### src/rtl/keystream_sequencer.sv
// Byte-level controller for the 16-bit LFSR keystream cipher: steps the LFSR 8 times per byte, LSB first.
// Optional feature: define KEY_RESEED_EN to reload the LFSR from seed_reg every REKEY_BYTES delivered bytes.
module keystream_sequencer #(
    parameter logic [15:0] SEED_DEFAULT = 16'hACE1,
    parameter int          CNT_W        = 16
`ifdef KEY_RESEED_EN
    ,
    parameter int          REKEY_BYTES  = 256
`endif
) (
    input  logic             clock,
    input  logic             reset,
    input  logic             in_valid,
    output logic             in_ready,
    input  logic [7:0]       in_data,
    output logic             out_valid,
    input  logic             out_ready,
    output logic [7:0]       out_data,
    input  logic             seed_load,
    input  logic [0:15]      seed,
    output logic             busy,
    output logic             seed_err,
    output logic [CNT_W-1:0] byte_count
);

    typedef enum logic [1:0] {
        IDLE  = 2'd0,
        SHIFT = 2'd1,
        HOLD  = 2'd2
    } state_t;

    state_t           state_q, state_d;
    logic [0:15]      lfsr_q, lfsr_d;
    logic [0:15]      seed_reg_q, seed_reg_d;
    logic [2:0]       bit_cnt_q, bit_cnt_d;
    logic [7:0]       shift_q, shift_d;
    logic [7:0]       out_data_q, out_data_d;
    logic             seed_err_q, seed_err_d;
    logic [CNT_W-1:0] byte_count_q, byte_count_d;

    logic             fb;
    logic [0:15]      lfsr_step;
    logic [0:15]      seed_safe;
    logic [CNT_W-1:0] byte_count_inc;

    // Index 15 is the bit shifted out; the new feedback bit enters at index 0.
    assign fb             = lfsr_q[10] ^ lfsr_q[12] ^ lfsr_q[13] ^ lfsr_q[15];
    assign lfsr_step      = {fb, lfsr_q[0:14]};
    assign seed_safe      = (seed == 16'h0000) ? SEED_DEFAULT : seed;
    assign byte_count_inc = byte_count_q + CNT_W'(1);

    always_comb begin
        state_d      = state_q;
        lfsr_d       = lfsr_q;
        seed_reg_d   = seed_reg_q;
        bit_cnt_d    = bit_cnt_q;
        shift_d      = shift_q;
        out_data_d   = out_data_q;
        seed_err_d   = seed_err_q;
        byte_count_d = byte_count_q;

        case (state_q)
            IDLE: begin
                if (seed_load) begin
                    seed_reg_d   = seed_safe;
                    lfsr_d       = seed_safe;
                    byte_count_d = '0;
                    seed_err_d   = 1'b0;
                end else if (in_valid) begin
                    shift_d   = in_data;
                    bit_cnt_d = 3'd0;
                    state_d   = SHIFT;
                end
            end
            SHIFT: begin
                out_data_d[bit_cnt_q] = shift_q[bit_cnt_q] ^ lfsr_q[15];
                lfsr_d                = lfsr_step;
                bit_cnt_d             = bit_cnt_q + 3'd1;
                if (seed_load) begin
                    seed_err_d = 1'b1;
                end
                if (bit_cnt_q == 3'd7) begin
                    state_d = HOLD;
                end
            end
            HOLD: begin
                if (seed_load) begin
                    seed_err_d = 1'b1;
                end
                if (out_ready) begin
                    byte_count_d = byte_count_inc;
                    state_d      = IDLE;
`ifdef KEY_RESEED_EN
                    // Restart the keystream on the same edge the count lands on a rekey boundary.
                    if ((byte_count_inc % CNT_W'(REKEY_BYTES)) == '0) begin
                        lfsr_d = seed_reg_q;
                    end
`endif
                end
            end
            default: begin
                state_d = IDLE;
            end
        endcase
    end

    always_ff @(posedge clock or posedge reset) begin
        if (reset) begin
            state_q      <= IDLE;
            lfsr_q       <= SEED_DEFAULT;
            seed_reg_q   <= SEED_DEFAULT;
            bit_cnt_q    <= 3'd0;
            shift_q      <= 8'h00;
            out_data_q   <= 8'h00;
            seed_err_q   <= 1'b0;
            byte_count_q <= '0;
        end else begin
            state_q      <= state_d;
            lfsr_q       <= lfsr_d;
            seed_reg_q   <= seed_reg_d;
            bit_cnt_q    <= bit_cnt_d;
            shift_q      <= shift_d;
            out_data_q   <= out_data_d;
            seed_err_q   <= seed_err_d;
            byte_count_q <= byte_count_d;
        end
    end

    assign in_ready   = (state_q == IDLE);
    assign out_valid  = (state_q == HOLD);
    assign busy       = (state_q != IDLE);
    assign out_data   = out_data_q;
    assign seed_err   = seed_err_q;
    assign byte_count = byte_count_q;

endmodule

### config.mk
export PLATFORM = sky130hd
export DESIGN_NAME = keystream_sequencer
export DESIGN_NICKNAME = d
export VERILOG_FILES = /design/src/rtl/keystream_sequencer.sv
export SDC_FILE = /design/constraint.sdc
export NUM_CORES = 1
export LEC_CHECK = 0
export CAP_MARGIN = 20
export CORE_AREA = 5 5 69 96
export DETAILED_ROUTE_END_ITERATION = 6
export DIE_AREA = 0 0 74 101
export PLACE_DENSITY = 0.87
export SETUP_SLACK_MARGIN = 0.15
export SYNTH_ARGS = -nofsm -noshare
export SYNTH_HDL_FRONTEND = slang
export SYNTH_SLANG_ARGS = --single-unit
export TNS_END_PERCENT = 20
### constraint.sdc
create_clock -name clock -period 2.45 [get_ports clock]
set_clock_uncertainty 0.15 [all_clocks]
set_input_delay 0.49 -clock clock [delete_from_list [all_inputs] [get_ports clock]]
set_output_delay 0.49 -clock clock [all_outputs]
set_load 0.01 [all_outputs]
==> impl_results.md, run 1 <==
* Final WS setup at roughly 190 ps
* Mapped Nets at between 300 and 400
* Max-Cap Viols at 0
* Initial antenna violation count at 0
* HP Class: in -> async
* Min Tclk post-route at roughly 2300 ps
* Ant. Diodes at 0
* Fmax at 0.443 GHz
* Initial Util at 48.5%
* Post-place setup slack at -114 ps
* Worst Max-Slew Pin Slew at 405 ps
* CTS Buf Count at 5
* Worst-path cell chain: inv_1 -> ha_2 -> mux2i_2 -> or3_1 -> or4_1 -> a21oi_1
* Setup violators final at 0
* Antenna-violating nets left at 0
* DR DRC count at 0
* P_int at between 2 and 2.5 mW
* Sink Count at 54
* Hpwl dp at roughly 4.7 mm
* Port Buffers at 56
* Top Metal Used: met4
* Cell Area, Synth at ~2800 sq um
* Cell Pwr Density at 976 nW/um^2
* Share of cells above drive strength 1 at between 10% and 20%
* Syn avg cell area at between 9 and 10 sq um
* Clock root buffer: clkbuf_8
* RSZ-0062 raised after global routing: yes
* Clock network fraction of design power at about 14%
* Synth Flop Type: dfrtp_1
* Cell count after synthesis at 281
* Fill count at 476
* Crit share post-route at around 92%
* RD Place Congestion at 0.832
* Drt first pass iters at 4
* Die area at between 7000 and 8000 sq um
* Clock slew at reported path FFs at 100 ps
* Core area at 5740 sq um
* Clock Tree Buf Depth at 2
* Register area share after synthesis at between 40% and 50%
* Metal-1 WL at 2.40 mm
* Site Rows at 33
* Wire length on met3 at 346 um
* CP endpoint kind: flop
* Leakage Power at between 1.5 and 2 nW
* EDFF count, synth at 0
* Sequential share of power at 42.8%
* CTS tree: built
* Outcome: finished, final reports clean
* Data arrival, critical path at ~2400 ps
* Crit path max fanout at 10
* Met2 Routed Length at 3.24 mm
* Pin count of the biggest net entering global routing at 46
* CTS H-tree depth at 2
* Post-synth ARST share at 100%
* First-pass GRT wire length at between 10 and 15 mm
* Initial DRC Count at 78
* Wirelength per Cell at 14.7 um
* Synth top area cells: dfrtp_1, dfstp_2, nand2_1
* Vias per cell at 5.63
* Max transition margin at around 73%
* Combinational share of power at between 40% and 50%
* Number of global-route vias before repair at 2,276
* Final Hold Violating Endpoints at 0
* Setup CP Type: reg -> reg
* Worst IR Drop VDD at 0.657 mV
* Ys Warns at 0
* Worst skew pair latency at roughly 310 ps
* Synth Register Bits at 54
* Setup crit start kind: flop
* Delay-heaviest family, CP: simple AND/OR/NAND/NOR gates
* Final WL at 6.06 mm
* Psw at 1.25 mW
* Die width at between 70 and 80 um
* Final core area utilization at 62.4%
* Die Ht at around 100 um
* CP max-delay cell: or4_1
* Post-synth top area share at a little over 40%
* P&R area growth vs syn at 28.6%
* Switching Share at between 30% and 40%
* Post-CTS Hold Buffers at 0
* Cell taking the most area after synthesis: dfrtp_1
* Crit path required time at around 2500 ps
* CP bufs+invs at 1
* Final Max Tran Viols at 0
* Synth cell types at 40
* Vias at roughly 2,300
* Tot GR Track Use at ~17%
* Nets at between 300 and 400
* Final global-route overflow total at 0
* I/O Pins at 57
* Slowest stage delay, CP at ~550 ps
==> synth_stat cells, types with 9 or more instances <==
library cell	number
dfrtp_1	46
nand2_1	32
nor2_1	18
o21ai_0	16
a21oi_1	14
clkbuf_1	14
mux2i_1	11
nor3_1	11
o31ai_1	11
inv_1	9
mux2_2	9
==> per-stage QoR <==
| step | cells | power [mW] | setup TNS (ps) | area (sq um) | hold slack (ps) |
|---|---|---|---|---|---|
| finish | 412 | 3.49 | 0 | 3580 | 284 |
| global route | 412 | 3.77 | 0 | 3580 | 303 |
| floorplan | 281 | 2.48 | 0 | 2790 | 300 |
| detailed placement | 403 | 3.03 | -397 | 3480 | 311 |
| global placement | 403 | 2.96 | -201 | 3480 | 309 |
| CTS | 411 | 3.53 | 0 | 3570 | 289 |
==> path summary, 6_finish.rpt <==
path / start / to / slack, ps / depth (start not counted)
max: state_q[0]$_DFFE_PP0P_ / byte_count[9]$_DFFE_PP0P_ / 190 / 6
min: reset / shift_q[0]$_DFFE_PP0P_ / 280 / 2
max reg2reg: state_q[0]$_DFFE_PP0P_ / byte_count[9]$_DFFE_PP0P_ / 190 / 6
min reg2reg: lfsr_q[5]$_DFFE_PP1P_ / lfsr_q[5]$_DFFE_PP1P_ / 320 / 2
max in group asynchronous: reset / lfsr_q[2]$_DFFE_PP1P_ / 1300 / 3
min in group clock: lfsr_q[5]$_DFFE_PP1P_ / lfsr_q[5]$_DFFE_PP1P_ / 320 / 2
==> final cells by class <==
| type | count | area, sq um | area share, % |
|---|---|---|---|
| Clock inverter | 1 | 5.00 | 0.140 |
| Tap cell | 70 | 87.6 | 2.45 |
| Inverter | 10 | 37.5 | 1.05 |
| Sequential cell | 54 | 1360 | 38.0 |
| Clock buffer | 7 | 86.3 | 2.41 |
| Multi-Input combinational cell | 201 | 1330 | 37.2 |
| Timing Repair Buffer | 69 | 672 | 18.8 |
==> registers in the layout, indices dropped and copies added (netlist names) <==
| register | cells |
|---|---|
| state_q | 2 |
| lfsr_q | 16 |
| bit_cnt_q | 3 |
| shift_q | 8 |
| byte_count | 16 |
| out_data | 8 |
| seed_err | 1 |
==> worst register-to-register path: cells and delay by family, from the launching register on <==
kind            cells  cell delay, ps
mux                 1             100
fa+ha+maj           1             270
flops               1             380
compound gates      1             160
simple gates        2            1070
buf+inv             1              80
==> kinds of logic after synthesis <==
kind of cell,synth area share (%)
compound gates,12.5
xor+xnor,2.52
fa+ha+maj,2.70
buf+inv,3.55
flops,48.9
mux,9.71
simple gates,20.1
==> repair_timing <==
| item | in CTS | in global routing |
|---|---|---|
| setup buffers | 0 | 1 |
| gates resized for setup | 1 | 1 |
| endpoints found under the setup margin | 2 | 6 |
==> layer usage <==
layer	vias up	track usage [%]
met5	-	0
met4	0	5.44
met3	7	3.59
met2	70	31.1
met1	1109	20.2
li1	1134	-
==> cells in the final DEF (no fill, tap or decap), drive strengths merged, types with 11 or more instances in the layout <==
master,Yosys,layout
nor3,11,11
a21oi,14,14
clkdlybuf4s50,0,54
mux2i,12,12
nor2,18,18
o31ai,11,11
nand2,32,32
o21ai,16,16
buf,2,13
dfrtp,46,46
==> power groups by stage <==
stage / Clock [mW] / Sequential (mW) / Combinational, mW
6_report: 0.503 / 1.49 / 1.50
5_1_grt: 0.551 / 1.54 / 1.68
4_1_cts: 0.519 / 1.50 / 1.51
3_5_place_dp: 0 / 1.52 / 1.51
3_3_place_gp: 0 / 1.50 / 1.46
2_1_floorplan: 0 / 1.45 / 1.03
Note: power is estimated with default switching activity, not from simulation.
==> run 2: changes to the inputs <==
--- a/config.mk
+++ b/config.mk
@@ -6,11 +6,11 @@
 export NUM_CORES = 1
 export LEC_CHECK = 0
 export CAP_MARGIN = 20
-export CORE_AREA = 5 5 69 96
+export CORE_AREA = 5 5 80 82
 export DETAILED_ROUTE_END_ITERATION = 6
-export DIE_AREA = 0 0 74 101
-export PLACE_DENSITY = 0.87
-export SETUP_SLACK_MARGIN = 0.15
+export DIE_AREA = 0 0 85 87
+export PLACE_DENSITY = 0.88
+export SETUP_SLACK_MARGIN = 0.3
 export SYNTH_ARGS = -nofsm -noshare
 export SYNTH_HDL_FRONTEND = slang
 export SYNTH_SLANG_ARGS = --single-unit
==> run 2 against run 1 <==
Against the previous run: sequential power is essentially flat; maximum frequency grew 5.9%; register-to-register slack gained 130 ps; via count grew 0.30%; cell count grew 1.5%; clock power shrank 1%; global-route usage shrank 0.31 points; worst setup slack gained 130 ps; highest routed layer unchanged; critical path depth is the same.
==> impl_results.md, run 2 (synthesized netlist as in run 1, its figures left out) <==
* Ant. Diodes at 0
* P&R area growth vs syn at 30.7%
* Max transition margin at roughly two thirds
* Most frequent cells in the layout: clkdlybuf4s50_1, dfrtp_1, nand2_1
* Final global-route overflow total at 0
* Sink Count at 54
* Die area at 7400 sq um
* HP Class: reg -> reg
* CP max-delay cell: or4_1
* Tot GR Track Use at 17.0%
* CTS tree: built
* Wirelength per Cell at approximately 15 um
* Die width at about 85 um
* I/O Pins at 57
* Antenna-violating nets left at 0
* Hpwl dp at 4.77 mm
* Number of global-route vias before repair at about 2,200
* Clock network fraction of design power at 13.9%
* CTS H-tree depth at 2
* Outcome: finished, final reports clean
* Min Tclk post-route at between 2000 and 2500 ps
* Min Hold Slack at approximately 330 ps
* Worst-path cell chain: inv_2 -> ha_4 -> nor2b_1 -> or3_4 -> or4_1 -> a21oi_1
* Fill count at between 400 and 500
* Port Buffers at 56
* Worst skew pair latency at just over 300 ps
* RD Place Congestion at around 0.8
* Worst IR Drop VDD at approximately 0.44 mV
* Share of cells above drive strength 1 at between 10 and 15%
* Max-Cap Viols at 0
* Combinational share of power at between 40% and 50%
* Final WL at 6.21 mm
* RSZ-0062 raised after global routing: yes
* Pin count of the biggest net entering global routing at 33
* Site Rows at 28
* Slowest stage delay, CP at between 500 and 600 ps
* Leakage Power at roughly 1.5 nW
* Cell Pwr Density at between 900 and 1000 nW/um^2
* Final Max Tran Viols at 0
* Setup violators final at 0
* Switching Share at a little over a third
* Crit path max fanout at 10
* Post-place setup slack at -68.7 ps
* Die Ht at about 87 um
* Psw at about 1.3 mW
* Vias per cell at approximately 5.6
* Crit path required time at about 2500 ps
* DR DRC count at 0
* Sequential share of power at 41.9%
* CP endpoint kind: flop
* Drt first pass iters at 4
* Nets at approximately 380
* CTS Buf Count at 5
* Initial DRC Count at 100
* First-pass GRT wire length at slightly above 10 mm
* Setup CP Type: reg -> reg
* Worst Max-Slew Pin Slew at about 500 ps
* Setup crit start kind: flop
* Crit share post-route at 87.0%
* Final WS setup at roughly 320 ps
* Core area at 5680 sq um
* Fmax at ~0.47 GHz
* Commonest non-fill, non-tap cell in the layout: clkdlybuf4s50_1
* Initial antenna violation count at 0
* Vias at between 2,000 and 2,500
* Clock root buffer: clkbuf_8
* P_int at 2.27 mW
* Data arrival, critical path at 2220 ps
* Clock Tree Buf Depth at 2
* Initial Util at between 40% and 50%
* Final Hold Violating Endpoints at 0
* Clock slew at reported path FFs at ~100 ps
-- run 2: worst paths after layout --
path / from / end / slack [ps] / depth (start not counted)
worst min register to register: lfsr_q[2]$_DFFE_PP1P_ / lfsr_q[2]$_DFFE_PP1P_ / 330 / 2
worst max register to register: state_q[0]$_DFFE_PP0P_ / byte_count[9]$_DFFE_PP0P_ / 320 / 6
worst max-delay path: state_q[0]$_DFFE_PP0P_ / byte_count[9]$_DFFE_PP0P_ / 320 / 6
max in group asynchronous: reset / shift_q[5]$_DFFE_PP0P_ / 1240 / 3
worst min-delay path: lfsr_q[2]$_DFFE_PP1P_ / lfsr_q[2]$_DFFE_PP1P_ / 330 / 2
min in group asynchronous: reset / shift_q[3]$_DFFE_PP0P_ / 380 / 2
-- run 2: final cells by class --
cell class	instances	area, sq um	area share, %
multi-input cells	201	1370	37.5
flip-flops and latches	54	1360	37.4
repair buffers	70	694	19.1
well taps	75	93.8	2.58
clock buffers	6	72.6	1.99
inverters	10	37.5	1.03
clock inverters	2	13.8	0.378
-- run 2: power by group through the flow --
stage                     logic, mW  clock network (mW)  registers (mW)
after global placement         1.52                   0            1.49
after floorplan                1.07                   0            1.45
after CTS                      1.59               0.505            1.50
final                          1.58               0.497            1.50
after global routing           1.76               0.540            1.55
after detailed placement       1.58                   0            1.52
-- run 2: metrics by stage --
stage	utilization, %	power [mW]	TNS, ps	cells	cell area [sq um]
after CTS	63.9	3.60	0	417	3630
after detailed placement	62.2	3.10	-201	408	3530
after floorplan	-	2.52	0	281	2820
after global placement	62.2	3.01	-66.5	408	3530
final	64.1	3.58	0	418	3640
after global routing	64.1	3.84	0	418	3640
-- run 2: metal layers --
layer | track usage, % | wire (um) | up-vias | part of all wire (%)
li1 | - | - | 1140 | -
met1 | 21.1 | 2700 | 1120 | 43
met2 | 30.2 | 3110 | 60 | 50
met3 | 3.88 | 333 | 7 | 5.4
met4 | 4.03 | 70 | 0 | 1.1
met5 | 0 | 0 | - | 0
-- run 2: timing repair --
item,in CTS,in global routing
resized for setup,2,2
setup buffers,1,1
hold buffers,0,0
setup endpoints to repair,7,12
-- run 2: worst max-delay path: cells and delay by family (launching register included) --
family / cells / cell delay, ps
AND/OR/NAND/NOR: 3 / 1080
flip-flops: 1 / 400
adder cells (fa/ha/maj): 1 / 200
AO/OA/AOI/OAI: 1 / 160
buffers and inverters: 1 / 80
